==> src/rtl/eth_axis_frame_gen.sv <==
// Ethernet frame generator feeding a 10G MAC AXI-Stream TX port.
// Frames carry DA/SA/ethertype and a counting payload. MAC completions are tracked for count and order.
module eth_axis_frame_gen #(
    parameter int DATA_W  = 64,
    parameter int KEEP_W  = DATA_W / 8,
    parameter int ID_W    = 8,
    parameter int USER_W  = 1,
    parameter int MAX_OUT = 4
) (
    input  logic              clk,
    input  logic              rst_n,
    input  logic              start,
    input  logic              stop,
    input  logic [15:0]       cfg_frame_count,
    input  logic [15:0]       cfg_frame_len,
    input  logic [7:0]        cfg_ifg_cycles,
    input  logic [47:0]       cfg_eth_dst,
    input  logic [47:0]       cfg_eth_src,
    input  logic [15:0]       cfg_eth_type,
    input  logic [7:0]        cfg_seed,
    output logic [DATA_W-1:0] m_axis_tx_tdata,
    output logic [KEEP_W-1:0] m_axis_tx_tkeep,
    output logic              m_axis_tx_tvalid,
    input  logic              m_axis_tx_tready,
    output logic              m_axis_tx_tlast,
    output logic [USER_W-1:0] m_axis_tx_tuser,
    output logic [ID_W-1:0]   m_axis_tx_tid,
    input  logic              s_axis_cpl_tvalid,
    output logic              s_axis_cpl_tready,
    input  logic [ID_W-1:0]   s_axis_cpl_tid,
    input  logic [USER_W-1:0] s_axis_cpl_tuser,
    output logic              busy,
    output logic              done,
    output logic [31:0]       frames_sent,
    output logic [31:0]       frames_cpl,
    output logic [15:0]       cpl_err_cnt,
    output logic              cpl_seq_err
);

    localparam int SEQ_W = (ID_W > 8) ? ID_W : 8;

    typedef enum logic [1:0] {S_IDLE, S_SEND, S_IFG} state_t;
    state_t r_state, w_next;

    logic [13:0]       r_len;
    logic [15:0]       r_count;
    logic [7:0]        r_ifg, r_ifg_cnt;
    logic [47:0]       r_dst, r_src;
    logic [15:0]       r_type;
    logic [7:0]        r_seed;
    logic [10:0]       r_beat;
    logic [SEQ_W-1:0]  r_seq;
    logic              r_stop_seen;
    logic [ID_W-1:0]   r_exp_id, r_out;
    logic [31:0]       r_frames_sent, r_frames_cpl;
    logic [15:0]       r_cpl_err;
    logic              r_seq_err, r_done, r_cpl_rdy;

    logic [13:0]       w_len_clamped;
    logic [10:0]       w_last_idx;
    logic [KEEP_W-1:0] w_last_keep;
    logic [7:0]        w_base;
    logic              w_start, w_gate, w_valid, w_is_last, w_fire, w_fire_last;
    logic              w_stop_any, w_count_hit, w_cpl, w_cpl_dec;

    function automatic logic [7:0] f_byte(input logic [13:0] k, input logic [47:0] dst,
                                          input logic [47:0] src, input logic [15:0] typ,
                                          input logic [7:0] base);
        case (k)
            14'd0:   f_byte = dst[47:40];
            14'd1:   f_byte = dst[39:32];
            14'd2:   f_byte = dst[31:24];
            14'd3:   f_byte = dst[23:16];
            14'd4:   f_byte = dst[15:8];
            14'd5:   f_byte = dst[7:0];
            14'd6:   f_byte = src[47:40];
            14'd7:   f_byte = src[39:32];
            14'd8:   f_byte = src[31:24];
            14'd9:   f_byte = src[23:16];
            14'd10:  f_byte = src[15:8];
            14'd11:  f_byte = src[7:0];
            14'd12:  f_byte = typ[15:8];
            14'd13:  f_byte = typ[7:0];
            default: f_byte = k[7:0] - 8'd14 + base;
        endcase
    endfunction

    always_comb begin
        if (cfg_frame_len < 16'd14)
            w_len_clamped = 14'd14;
        else if (cfg_frame_len > 16'd16383)
            w_len_clamped = 14'd16383;
        else
            w_len_clamped = cfg_frame_len[13:0];
    end

    // Index of the last beat, i.e. ceil(len/8)-1
    assign w_last_idx  = r_len[13:3] - {10'd0, (r_len[2:0] == 3'd0)};
    assign w_last_keep = (r_len[2:0] == 3'd0) ? '1 : KEEP_W'((8'd1 << r_len[2:0]) - 8'd1);
    assign w_base      = r_seed + r_seq[7:0];

    assign w_start     = start && (r_state == S_IDLE);
    assign w_gate      = (r_beat == 11'd0) && (r_out >= ID_W'(MAX_OUT));
    assign w_valid     = (r_state == S_SEND) && !w_gate;
    assign w_is_last   = (r_beat == w_last_idx);
    assign w_fire      = w_valid && m_axis_tx_tready;
    assign w_fire_last = w_fire && w_is_last;
    assign w_stop_any  = r_stop_seen || stop;
    assign w_count_hit = (r_count != 16'd0) && ((r_frames_sent + 32'd1) == {16'd0, r_count});
    assign w_cpl       = s_axis_cpl_tvalid && r_cpl_rdy;
    assign w_cpl_dec   = w_cpl && (r_out != '0);

    always_ff @(posedge clk or negedge rst_n) begin
        if (!rst_n)
            r_state <= S_IDLE;
        else
            r_state <= w_next;
    end

    always_comb begin
        w_next = r_state;
        case (r_state)
            S_IDLE: if (start) w_next = S_SEND;
            S_SEND: begin
                // A stop while held off by the outstanding limit ends the run without a beat shown
                if (w_gate && w_stop_any)
                    w_next = S_IDLE;
                else if (w_fire_last) begin
                    if (w_count_hit || w_stop_any)
                        w_next = S_IDLE;
                    else if (r_ifg != 8'd0)
                        w_next = S_IFG;
                end
            end
            S_IFG: if (r_ifg_cnt == 8'd0) w_next = w_stop_any ? S_IDLE : S_SEND;
            default: w_next = S_IDLE;
        endcase
    end

    always_comb begin
        m_axis_tx_tvalid = w_valid;
        m_axis_tx_tdata  = '0;
        m_axis_tx_tkeep  = '0;
        m_axis_tx_tlast  = 1'b0;
        m_axis_tx_tid    = '0;
        m_axis_tx_tuser  = '0;
        busy             = (r_state != S_IDLE);
        if (r_state == S_SEND) begin
            for (int unsigned i = 0; i < 8; i++)
                m_axis_tx_tdata[8*i +: 8] = f_byte({r_beat, 3'(i)}, r_dst, r_src, r_type, w_base);
            m_axis_tx_tkeep = w_is_last ? w_last_keep : '1;
            m_axis_tx_tlast = w_is_last;
            m_axis_tx_tid   = r_seq[ID_W-1:0];
        end
    end

    always_ff @(posedge clk or negedge rst_n) begin
        if (!rst_n) begin
            r_len         <= '0;
            r_count       <= '0;
            r_ifg         <= '0;
            r_ifg_cnt     <= '0;
            r_dst         <= '0;
            r_src         <= '0;
            r_type        <= '0;
            r_seed        <= '0;
            r_beat        <= '0;
            r_seq         <= '0;
            r_stop_seen   <= 1'b0;
            r_exp_id      <= '0;
            r_out         <= '0;
            r_frames_sent <= '0;
            r_frames_cpl  <= '0;
            r_cpl_err     <= '0;
            r_seq_err     <= 1'b0;
            r_done        <= 1'b0;
            r_cpl_rdy     <= 1'b1;
        end else begin
            r_cpl_rdy <= 1'b1;
            r_done    <= (r_state != S_IDLE) && (w_next == S_IDLE);

            if (w_start) begin
                r_len       <= w_len_clamped;
                r_count     <= cfg_frame_count;
                r_ifg       <= cfg_ifg_cycles;
                r_dst       <= cfg_eth_dst;
                r_src       <= cfg_eth_src;
                r_type      <= cfg_eth_type;
                r_seed      <= cfg_seed;
                r_beat      <= '0;
                r_stop_seen <= 1'b0;
            end else if (stop && (r_state != S_IDLE)) begin
                r_stop_seen <= 1'b1;
            end

            if (w_fire) begin
                r_beat <= w_is_last ? 11'd0 : r_beat + 11'd1;
            end
            if (w_fire_last) begin
                r_seq     <= r_seq + 1'b1;
                r_ifg_cnt <= r_ifg - 8'd1;
            end else if ((r_state == S_IFG) && (r_ifg_cnt != 8'd0)) begin
                r_ifg_cnt <= r_ifg_cnt - 8'd1;
            end

            if (w_start)
                r_frames_sent <= '0;
            else if (w_fire_last)
                r_frames_sent <= r_frames_sent + 32'd1;

            case ({w_fire_last, w_cpl_dec})
                2'b10:   r_out <= r_out + 1'b1;
                2'b01:   r_out <= r_out - 1'b1;
                default: r_out <= r_out;
            endcase
            if (w_cpl_dec)
                r_exp_id <= r_exp_id + 1'b1;

            if (w_start) begin
                r_frames_cpl <= '0;
                r_cpl_err    <= '0;
                r_seq_err    <= 1'b0;
            end else if (w_cpl) begin
                r_frames_cpl <= r_frames_cpl + 32'd1;
                if (s_axis_cpl_tuser[0] && (r_cpl_err != 16'hFFFF))
                    r_cpl_err <= r_cpl_err + 16'd1;
                if ((s_axis_cpl_tid != r_exp_id) || (r_out == '0))
                    r_seq_err <= 1'b1;
            end
        end
    end

    assign s_axis_cpl_tready = r_cpl_rdy;
    assign done              = r_done;
    assign frames_sent       = r_frames_sent;
    assign frames_cpl        = r_frames_cpl;
    assign cpl_err_cnt       = r_cpl_err;
    assign cpl_seq_err       = r_seq_err;

endmodule

==> config.mk <==
export PLATFORM = sky130hd
export DESIGN_NAME = eth_axis_frame_gen
export DESIGN_NICKNAME = d
export VERILOG_FILES = /design/src/rtl/eth_axis_frame_gen.sv
export SDC_FILE = /design/constraint.sdc
export NUM_CORES = 1
export LEC_CHECK = 0
export BUFFER_PORTS_ARGS = -buffer_cell sky130_fd_sc_hd__buf_2
export CAP_MARGIN = 20
export CORE_ASPECT_RATIO = 0.8
export CORE_MARGIN = 2
export CORE_UTILIZATION = 36
export CTS_CLUSTER_SIZE = 25
export DETAILED_ROUTE_END_ITERATION = 16
export GPL_TIMING_DRIVEN = 0
export PLACE_DENSITY_LB_ADDON = 0.08
export REMOVE_ABC_BUFFERS = 1
export SYNTH_ARGS = -nofsm -noshare
export SYNTH_HDL_FRONTEND = slang
export SYNTH_SLANG_ARGS = --single-unit
==> constraint.sdc <==
create_clock -name clk -period 4.9 [get_ports clk]
set_input_delay 0.98 -clock clk [delete_from_list [all_inputs] [get_ports clk]]
set_output_delay 0.98 -clock clk [all_outputs]
set_load 0.01 [all_outputs]
Yosys cells after proc, flatten, opt, wreduce, memory -nomap -nowiden --
Index checks and enable logic that the tools add are counted.
Operators by class: multiplexer cells 42, add/sub/neg operators 29, shift operators 1, equal/unequal tests 9, magnitude comparators 3, reduce and logical (&&, ||, !) cells 37
Operators with widths (number):
- $mux W32 | 4
- $pmux W8 S2 | 7
- $add A8 B8 Y8 | 9
- $add A32 B1 Y32 const B | 2
- $mux W64 | 1
- $mux W8 | 8
- $sub A8 B4 Y8 const B | 8
- $mux W16 | 3
- $mux W11 | 3
- $eq A32 B16 Y1 | 1
- $sub A8 B1 Y8 const B | 4
- $mux W14 | 2
- $add A8 B1 Y8 const B | 3
- $reduce_bool A8 Y1 | 3
- $reduce_bool A2 Y1 | 9
- $add A16 B1 Y16 const B | 1
- $gt A16 B14 Y1 const B | 1
- $logic_not A8 Y1 | 2
- $lt A16 B4 Y1 const B | 1
- $ne A16 B16 Y1 const B | 1
- $reduce_bool A16 Y1 | 1
- $logic_and A1 B1 Y1 | 12
- $mux W2 | 6
- $add A11 B1 Y11 const B | 1
- other kinds (16) | 28
Storage, ports and cells: word-level logic and storage cells 140, output and inout port bits 167, bits of input ports 175, flip-flop bits (word level) 286

Depth between registers and ports, before layout --
Gate-level depths: netlist of run 1.
depth in word-level cells 11, depth in mapped cells 23, depth with buffers taken out 21

Worst setup path after synthesis of run 1 --
No wires, ideal clock.
kind register to register, start register r_len[1], end register r_out[7], slack 0.033 ns, data required time 4.821 ns, setup time 0.079 ns, clock period less this slack 4.867 ns, stages on the path, launching flop included 24, path buffers 2, arrival time 4.787 ns, cell sequence dfrtp_1 or2_2 nor2_1 ha_1 ha_1 or4b_4 nor4b_2 a221oi_1 o21ai_2 nand3_4 nor2_8 inv_4 clkbuf_1 ha_1 buf_2 clkinv_1 a31oi_1 o22ai_1 mux2i_1 or4_1 a21oi_1 a21oi_1 nor2_1 xor2_1
On the way: longest elaborated chain between the ends 6, elaborated cells on any way between the ends 8, classes of those cells add/sub: 1; eq/ne: 3; mux: 1; reduce/logical: 3
RTL lines:
- start: declaration | line 45 | logic [13:0] r_len;
- start signal: assignment | line 183 | r_len <= w_len_clamped;
- $logic_not A3 Y1 * | line 98 | assign w_last_idx = r_len[13:3] - {10'd0, (r_len[2:0] == 3'd0)};
- $sub A11 B1 Y11 * | line 98
- $eq A11 B11 Y1 * | line 105 | assign w_is_last = (r_beat == w_last_idx);
- $logic_and A1 B1 Y1 * | line 107 | assign w_fire_last = w_fire && w_is_last;
- $eq A2 B1 Y1 / $eq A2 B2 Y1 (equally long branches) | line 211 | case ({w_fire_last, w_cpl_dec})
- $pmux W8 S2 / $reduce_bool A2 Y1 (equally long branches)
- end signal: assignment | line 212 | 2'b10: r_out <= r_out + 1'b1;
- end signal: assignment | line 213 | 2'b01: r_out <= r_out - 1'b1;
- end signal: assignment | line 214 | default: r_out <= r_out;
- end: declaration | line 54 | logic [ID_W-1:0] r_exp_id, r_out;
Mark *: on every way between the ends. The rest lies on a longest branch, timed or not. A chain may end at the register's enable or synchronous reset.

Worst setup path after layout of run 1 --
start register r_seq[1], end output port m_axis_tx_tdata[39]
On the way: longest elaborated chain between the ends 4
RTL lines:
- start: declaration | line 52 | logic [SEQ_W-1:0] r_seq;
- start signal: assignment | line 200 | r_seq <= r_seq + 1'b1;
- $add A8 B8 Y8 | line 100 | assign w_base = r_seed + r_seq[7:0];
- $add A8 B8 Y8 | line 84 | default: f_byte = k[7:0] - 8'd14 + base;
- $pmux W8 S2 | line 69 | case (k)
- $mux W64 | line 148 | if (r_state == S_SEND) begin
- end: declaration | line 21 | output logic [DATA_W-1:0] m_axis_tx_tdata,
Every way passes these cells.

==> impl_results.md, run 1 <==
* Finished Cell Area at between 0.02 and 0.025 mm²
* Slew margin rel. at 0.4584
* Run status: completed
* Total cell area at the placement stage at roughly 0.019 mm²
* Maximum vdd drop at 0.0003117 V
* Die footprint at between 0.04 and 0.05 mm²
* Sink count of the clock tree at approximately 290
* Area share of the largest cell type after synthesis at 0.4353
* Power per unit of standard cell area at between 500 and 600 mW/mm²
* Buffers & Inverters on Critical Path at 3
* Total detailed-routing wirelength at about 53000 µm
* Worst Hold Slack at 0.4418 ns
* Post-synth EDFFs at 0
* Critical path's slowest cell: sky130_fd_sc_hd__dfrtp_2
* Cell breakdown of the critical path: ha_1 -> a21o_1 -> a21oi_2 -> xnor2_2 -> inv_1 -> ha_4 -> ha_2 -> inv_1 -> fa_2 -> o21ai_4 -> a21oi_2 -> xnor2_1 -> a221oi_1 -> buf_2
* Chip height at 195.1 µm
* Grt total ovfl at 0
* Clock-pin slew of the registers on the worst-case setup and hold paths at 0.06 ns
* Vias in the first global route at ~15000
* H-tree levels at 2
* Count of standard-cell rows at 70
* Global-route wire length before repair at between 80000 and 90000 µm
* Cells taking the most area after synthesis: sky130_fd_sc_hd__dfrtp_1 (44%), sky130_fd_sc_hd__nand2_1 (13%), sky130_fd_sc_hd__xnor2_1 (4.5%)
* Final net count at around 2500
* Gate count of the mapped netlist at approximately 2000
* Distinct cells, synth at 82
* Synth-to-Final Area Change at 24.35%
* Path class of the lowest-slack min-delay path: input port to asynchronous set/reset pin
* Post-Synthesis Cell Area at 0.01644 mm²
* Die width at between 200 and 250 µm
* Num CTS Buffers at 35
* Filler cell count in the final layout at approximately 4600
* Highest fanout seen on the critical path at 6
* Iter 0 DRT Violations at around 840
* Vias per cell at about 5.1
* Count of input and output buffers at 339
* Post-synthesis async set-or-reset flop share at 1.000
* TritonCTS clock tree: built
* Max-cap check violation count at 0
* Number of top-level design ports at 342
* Initial antenna violation count at 8
* Detail Route Antenna Nets at 0
* Placeable core area at between 0.04 and 0.05 mm²
* Arrival time worst endpoint at roughly 3.8 ns
* Global-route usage over all layers at 0.2191
* Slew @ Worst Pin at between 0.8 and 0.9 ns
* Largest net degree at the start of global routing at roughly 110
* DP Wirelength at 36860 µm
* DRC Markers at 0
* Family of cells with the greatest summed delay on the critical path: adder cells
* Layout cells sized above 1 at 0.2276
* Leakage component of the power at a little over 0.01 µW
* Initial Util at 0.3624
* Most frequent cells after synthesis: sky130_fd_sc_hd__nand2_1 (584), sky130_fd_sc_hd__dfrtp_1 (286), sky130_fd_sc_hd__nor2_1 (174)
* Final Wtd Congestion at a little over 0.8
* Mean area per synthesized cell at 8.312 µm²
* Buffer depth of the longest clock path at 3
* Post-synth top flop: sky130_fd_sc_hd__dfrtp_1
* Kind of critical path: flop to output port
* Cell with the most instances after synthesis: sky130_fd_sc_hd__nand2_1
* Setup repair after global routing missed its margin: yes
* Achievable clock frequency at ~0.21 GHz
* Type of destination of the critical path: output port
* WP data required at 3.92 ns
* Pre-Repair DR Iteration Count at 5
* Mean routed wirelength per cell at 18.17 µm
* Part of the Yosys area used for sequential elements at 0.4353
* Max-slew violation count at 0
* Yosys warnings at 0
* Kind of start point of the critical path: flop
* Final setup fails at 0
* Insertion delay to the later sink of the worst-skew pair at around 0.53 ns
* Worst-case clock skew at between 0.01 and 0.015 ns
* Flip-flop and latch count after synthesis at around 290
* Final worst path period need at between 4 and 5 ns
* Final Hold Fails at 0
* Yosys top cell by area: sky130_fd_sc_hd__dfrtp_1
* Post-route clock period utilization at 0.9751
* Longest individual stage delay on the worst path at about 0.45 ns
* Clock Tree Root: sky130_fd_sc_hd__clkbuf_16
* Vias after detailed routing at 14998
* Cts-stage hold buffer count at 0
[cells in the final DEF (no fill, tap or decap), types with 12 or more instances in the layout]
master / instances
sky130_fd_sc_hd__nor4_1: 16
sky130_fd_sc_hd__inv_1: 33
sky130_fd_sc_hd__dfrtp_1: 284
sky130_fd_sc_hd__nand3_1: 43
sky130_fd_sc_hd__a21oi_1: 90
sky130_fd_sc_hd__a221oi_1: 21
sky130_fd_sc_hd__and3_1: 27
sky130_fd_sc_hd__buf_4: 25
sky130_fd_sc_hd__o21ai_0: 59
sky130_fd_sc_hd__ha_1: 28
sky130_fd_sc_hd__nor3_1: 15
sky130_fd_sc_hd__or3_1: 16
sky130_fd_sc_hd__clkbuf_1: 12
sky130_fd_sc_hd__o21ai_1: 30
sky130_fd_sc_hd__xor2_1: 76
sky130_fd_sc_hd__buf_2: 340
sky130_fd_sc_hd__nand2_1: 582
sky130_fd_sc_hd__nand4_1: 31
sky130_fd_sc_hd__xnor2_1: 81
sky130_fd_sc_hd__nand2b_1: 15
sky130_fd_sc_hd__o31ai_1: 16
sky130_fd_sc_hd__and2_1: 13
sky130_fd_sc_hd__clkbuf_16: 37
sky130_fd_sc_hd__nor2_1: 168
sky130_fd_sc_hd__a22oi_1: 39
[per-layer routing]
layer | vias to the layer above | share of wire | global-route usage
li1 | 7311 | - | -
met2 | 347 | 0.47 | 0.3534
met5 | - | 0.0010 | 0
met3 | 72 | 0.055 | 0.04769
met4 | 8 | 0.019 | 0.05249
met1 | 7260 | 0.46 | 0.3004
[power breakdown]
part / internal, µW / switching [µW]
sequential: 3090 / 612
combinational: 2290 / 3280
clock: 1440 / 1050
total: 6820 / 4930
[what timing repair did]
| item | CTS | global route |
|---|---|---|
| resized for setup | 49 | 25 |
| setup endpoints to repair | 45 | 32 |
| cloned | 1 | 0 |
| setup buffers | 14 | 14 |
| pin swaps | 20 | 20 |
[sequential cells by signal, summed over array words and instances (netlist names), 2 cells and up]
name         count
frames_sent     32
r_state          2
r_ifg_cnt        8
frames_cpl      32
r_ifg            8
r_seq            8
r_len           14
r_exp_id         8
r_dst           48
r_beat          11
r_out            8
r_type          16
cpl_err_cnt     16
r_src           48
r_seed           8
r_count         16
[stage by stage]
stage	power (µW)	setup WS [ns]	util	std cells	setup TNS (ns)
floorplan	6957	-1.591	-	1865	-31.50
global placement	8793	-5.925	0.4065	2816	-1591.70
detailed placement	8780	-1.062	0.4135	2831	-5.265
CTS	11710	-0.01109	0.4445	2904	-0.01602
global route	12680	-0.08352	0.4506	2922	-0.4427
finish	11760	0.1219	0.4506	2923	0
[layout make-up]
type                            instances  area (µm²)  area share
Multi-Input combinational cell       1543        9036      0.4420
Sequential cell                       286        7159      0.3502
Timing Repair Buffer                  383        2268      0.1110
Clock buffer                           53        1026     0.05019
Tap cell                              612       765.7     0.03746
Inverter                               37       150.1    0.007344
Clock inverter                          5       27.53    0.001346
Antenna cell                            4       10.01   0.0004896
[logic make-up after synthesis]
| family | Yosys count | synth area share |
|---|---|---|
| simple gates | 989 | 0.2676 |
| fa+ha+maj | 45 | 0.03699 |
| compound gates | 329 | 0.1274 |
| buf+inv | 150 | 0.03668 |
| mux | 13 | 0.008219 |
| xor+xnor | 164 | 0.08737 |
| other cells | 2 | 0.0004568 |
| flops | 286 | 0.4353 |
[worst paths after layout]
check	startpoint	to	slack, ns	cells past startpoint
hold / removal	rst_n	r_exp_id[7]	0.44	1
setup reg to reg	r_len[0]	r_out[7]	0.30	21
hold reg to reg	r_out[7]	r_out[7]	0.47	1
min in group clk	r_out[7]	r_out[7]	0.47	1
max in group asynchronous	rst_n	r_src[4]	2.94	3
setup / recovery	r_seq[1]	m_axis_tx_tdata[39]	0.12	14
Power figures use the tool's default switching activity.
==> run 2: changes to the inputs <==
ABC_AREA = 1   (was default)
==> impl_results.md, run 2 <==
* Global-route usage over all layers at 0.2313
* Kind of start point of the critical path: flop
* Slew @ Worst Pin at 1.092 ns
* Launch point of the worst path: r_seed[0]
* DP Wirelength at between 30000 and 40000 µm
* Total cell area at the placement stage at 0.01930 mm²
* Final net count at approximately 2800
* Kind of critical path: flop to output port
* Sink count of the clock tree at 286
* Path class of the lowest-slack min-delay path: input port to asynchronous set/reset pin
* Worst-case clock skew at 0.02554 ns
* Placeable core area at 0.04673 mm²
* Final Wtd Congestion at roughly 0.88
* Yosys top cell by area: sky130_fd_sc_hd__dfrtp_1
* Final worst path period need at ~4.8 ns
* Global-route wire length before repair at about 89000 µm
* Mean routed wirelength per cell at 17.22 µm
* Arithmetic-cell share of the synthesized area counting full adders, half adders and majority gates at 0.03587
* Clock Tree Root: sky130_fd_sc_hd__clkbuf_16
* Maximum vdd drop at around 0.00026 V
* Die width at ~250 µm
* Vias in the first global route at about 16000
* Pre-Repair DR Iteration Count at 6
* Flip-flop and latch count after synthesis at about 290
* Clock-pin slew of the registers on the worst-case setup and hold paths at 0.06 ns
* Reg-to-Reg End: r_out[6]
* Buffer depth of the longest clock path at 3
* Area share of the largest cell type after synthesis at 0.4222
* Largest net degree at the start of global routing at 107
* Post-route clock period utilization at 0.9803
* Highest fanout seen on the critical path at 5
* Iter 0 DRT Violations at about 1200
* Combinational family with the most area after synthesis: simple AND/OR/NAND/NOR gates
* Post-synthesis compound-gate area fraction at 0.1118
* Post-placement cell count at roughly 3200
* Setup repair after global routing missed its margin: yes
* Leading cell types in the layout, fill and taps excluded: sky130_fd_sc_hd__nand2_1 (833), sky130_fd_sc_hd__buf_2 (338), sky130_fd_sc_hd__dfrtp_1 (286), sky130_fd_sc_hd__inv_1 (236), sky130_fd_sc_hd__nor2_1 (136)
* H-tree levels at 2
* Count of cells along the worst register-to-register path at 24
* Simple-gate area share of the yosys netlist at 0.2966
* Post-synth top flop: sky130_fd_sc_hd__dfrtp_1
* Part of the Yosys area used for sequential elements at 0.4222
* Worst Hold Slack at 0.4173 ns
* Power per unit of standard cell area at just under 300 mW/mm²
* Gate count of the mapped netlist at about 2300
* Initial antenna violation count at 12
* Finished Cell Area at between 0.02 and 0.025 mm²
* Detail Route Antenna Nets at 0
* Type of destination of the critical path: output port
* Post-Synthesis Cell Area at 0.01695 mm²
* Share of the core filled with cells in the final layout at 0.4475
* Layout cells sized above 1 at 0.1977
* TritonCTS clock tree: built
* Cells taking the most area after synthesis: sky130_fd_sc_hd__dfrtp_1 (42%), sky130_fd_sc_hd__nand2_1 (18%), sky130_fd_sc_hd__inv_1 (5.4%)
* Worst setup path endpoint: m_axis_tx_tdata[31]
* Distinct cells, synth at 58
* Yosys warnings at 0
* Final Hold Fails at 0
* Start of the worst register-to-register path: r_len[1]
* Total detailed-routing wirelength at ~57000 µm
* Number of top-level design ports at between 300 and 400
* Max-slew violation count at 0
* Initial Util at 0.3628
* Post-synth EDFFs at 0
* Insertion delay to the later sink of the worst-skew pair at 0.55 ns
* Largest registers in the final layout: r_dst (48), r_src (48)
* DRC Markers at 0
* Run status: completed
* Most frequent cells after synthesis: sky130_fd_sc_hd__nand2_1 (835), sky130_fd_sc_hd__dfrtp_1 (286), sky130_fd_sc_hd__inv_1 (243)
* Worst-case register-to-register setup slack at ~0.56 ns
* Chip height at between 150 and 200 µm
* Final setup fails at 0
* Vias after detailed routing at between 15000 and 20000
* Cell with the most instances after synthesis: sky130_fd_sc_hd__nand2_1
* Synth-to-Final Area Change at 23.35%
* WP data required at around 3.9 ns
* Die footprint at between 0.04 and 0.05 mm²
* Num CTS Buffers at 35
* Fraction of synthesized cell area in xor and xnor cells at 0.05528
* Grt total ovfl at 0
* Count of standard-cell rows at just over 70
* Leading cell type in the layout, fill and taps excluded: sky130_fd_sc_hd__nand2_1
* Leakage component of the power at between 0.01 and 0.015 µW
* Mean area per synthesized cell at 7.329 µm²
* Post-route insts no fill at approximately 3300
* Max-cap check violation count at 0
* Arrival time worst endpoint at 3.82 ns
* Sum of internal, switching and leakage power at between 6000 and 7000 µW
* Multiplexer fraction of the synthesized cell area at 0
* Post-synthesis async set-or-reset flop share at 1.000
* Count of input and output buffers at 339
* Slew margin rel. at 0.2717
* Vias per cell at between 4 and 5
* Achievable clock frequency at ~0.21 GHz
-- run 2: cell types whose count changed in the layout (fill, tap and decap cells not counted), moves of 26 or more --
| cell | previous run | this run |
|---|---|---|
| sky130_fd_sc_hd__o22ai_1 | 5 | 33 |
| sky130_fd_sc_hd__nor2_1 | 168 | 136 |
| sky130_fd_sc_hd__inv_1 | 33 | 236 |
| sky130_fd_sc_hd__nand3_1 | 43 | 94 |
| sky130_fd_sc_hd__nand2_1 | 582 | 833 |
| sky130_fd_sc_hd__a22oi_1 | 39 | 0 |
| sky130_fd_sc_hd__xnor2_1 | 81 | 17 |
| sky130_fd_sc_hd__and3_1 | 27 | 1 |
| sky130_fd_sc_hd__o21ai_0 | 59 | 111 |
-- run 2: logic make-up after synthesis --
| logic type | count (synthesis) |
|---|---|
| other | 2 |
| and+or+nand+nor | 1201 |
| xor gates and xnor gates | 103 |
| DFF | 286 |
| buffers and inverters | 342 |
| AOI/OAI and AO/OA | 334 |
| adders and majority gates | 45 |
-- run 2: area by class of cell --
type	instances	area, µm²
sequential	286	7157
inverter	257	989.7
clock inverter	14	165.2
fill	4922	25820
clock buffer	50	1013
tap	620	775.7
multi-input combinational	1688	8778
timing repair buffer	360	2009
antenna	8	20.02
-- run 2: critical path, cell delays in order (launching register included) --
cell	delay, ns
sky130_fd_sc_hd__dfrtp_1	0.41
sky130_fd_sc_hd__ha_2	0.22
sky130_fd_sc_hd__fa_2	0.40
sky130_fd_sc_hd__a21oi_2	0.15
sky130_fd_sc_hd__o21ai_2	0.09
sky130_fd_sc_hd__nand2_1	0.06
sky130_fd_sc_hd__nand2_1	0.06
sky130_fd_sc_hd__a21oi_2	0.13
sky130_fd_sc_hd__xor2_1	0.09
sky130_fd_sc_hd__ha_1	0.31
sky130_fd_sc_hd__inv_2	0.05
sky130_fd_sc_hd__ha_4	0.31
sky130_fd_sc_hd__nand2_1	0.11
sky130_fd_sc_hd__inv_4	0.12
sky130_fd_sc_hd__nand3_2	0.13
sky130_fd_sc_hd__o21ai_2	0.17
sky130_fd_sc_hd__a21oi_1	0.08
sky130_fd_sc_hd__o21ai_1	0.13
sky130_fd_sc_hd__nand2_1	0.07
sky130_fd_sc_hd__inv_1	0.05
sky130_fd_sc_hd__buf_2	0.13
-- run 2: how the worst min path moves through the flow --
stage / startpoint / endpoint / cells past startpoint
floorplan: r_src[32] / r_src[32] / 2
global placement: r_src[41] / r_src[41] / 2
detailed placement: r_src[44] / r_src[44] / 2
CTS: rst_n / r_type[14] / 1
global route: rst_n / cpl_err_cnt[11] / 1
finish: rst_n / cpl_err_cnt[7] / 1
-- run 2: metrics by stage --
step,setup slack [ns],TNS (ns)
floorplan,-3.020,-484.80
global placement,-10.51,-3002.63
detailed placement,-0.4903,-4.433
CTS,-0.003028,-0.003028
global route,-0.1422,-0.9896
finish,0.09641,0
-- run 2: per-layer routing --
layer / global-route usage / part of all wire / wire length, µm
met5: 0 / 0.0016 / 90
met4: 0.06537 / 0.020 / 1130
met3: 0.05720 / 0.064 / 3625
met2: 0.3641 / 0.46 / 25840
met1: 0.3155 / 0.46 / 25850
-- run 2: power by group --
part	switching, µW	internal (µW)	total [µW]	leakage (µW)
clock	1100	1610	2710	0.000578
sequential	164	2500	2660	0.00346
combinational	500	334	834	0.00745
-- run 2: repair_timing --
| action | CTS | global route |
|---|---|---|
| endpoints found under the hold margin | 0 | 0 |
| hold buffers | 0 | 0 |
| pin swaps | 7 | 11 |
| buffers inserted | 5 | 7 |
| cloned | 2 | 1 |
| setup endpoints to repair | 53 | 42 |
| resized for setup | 36 | 36 |
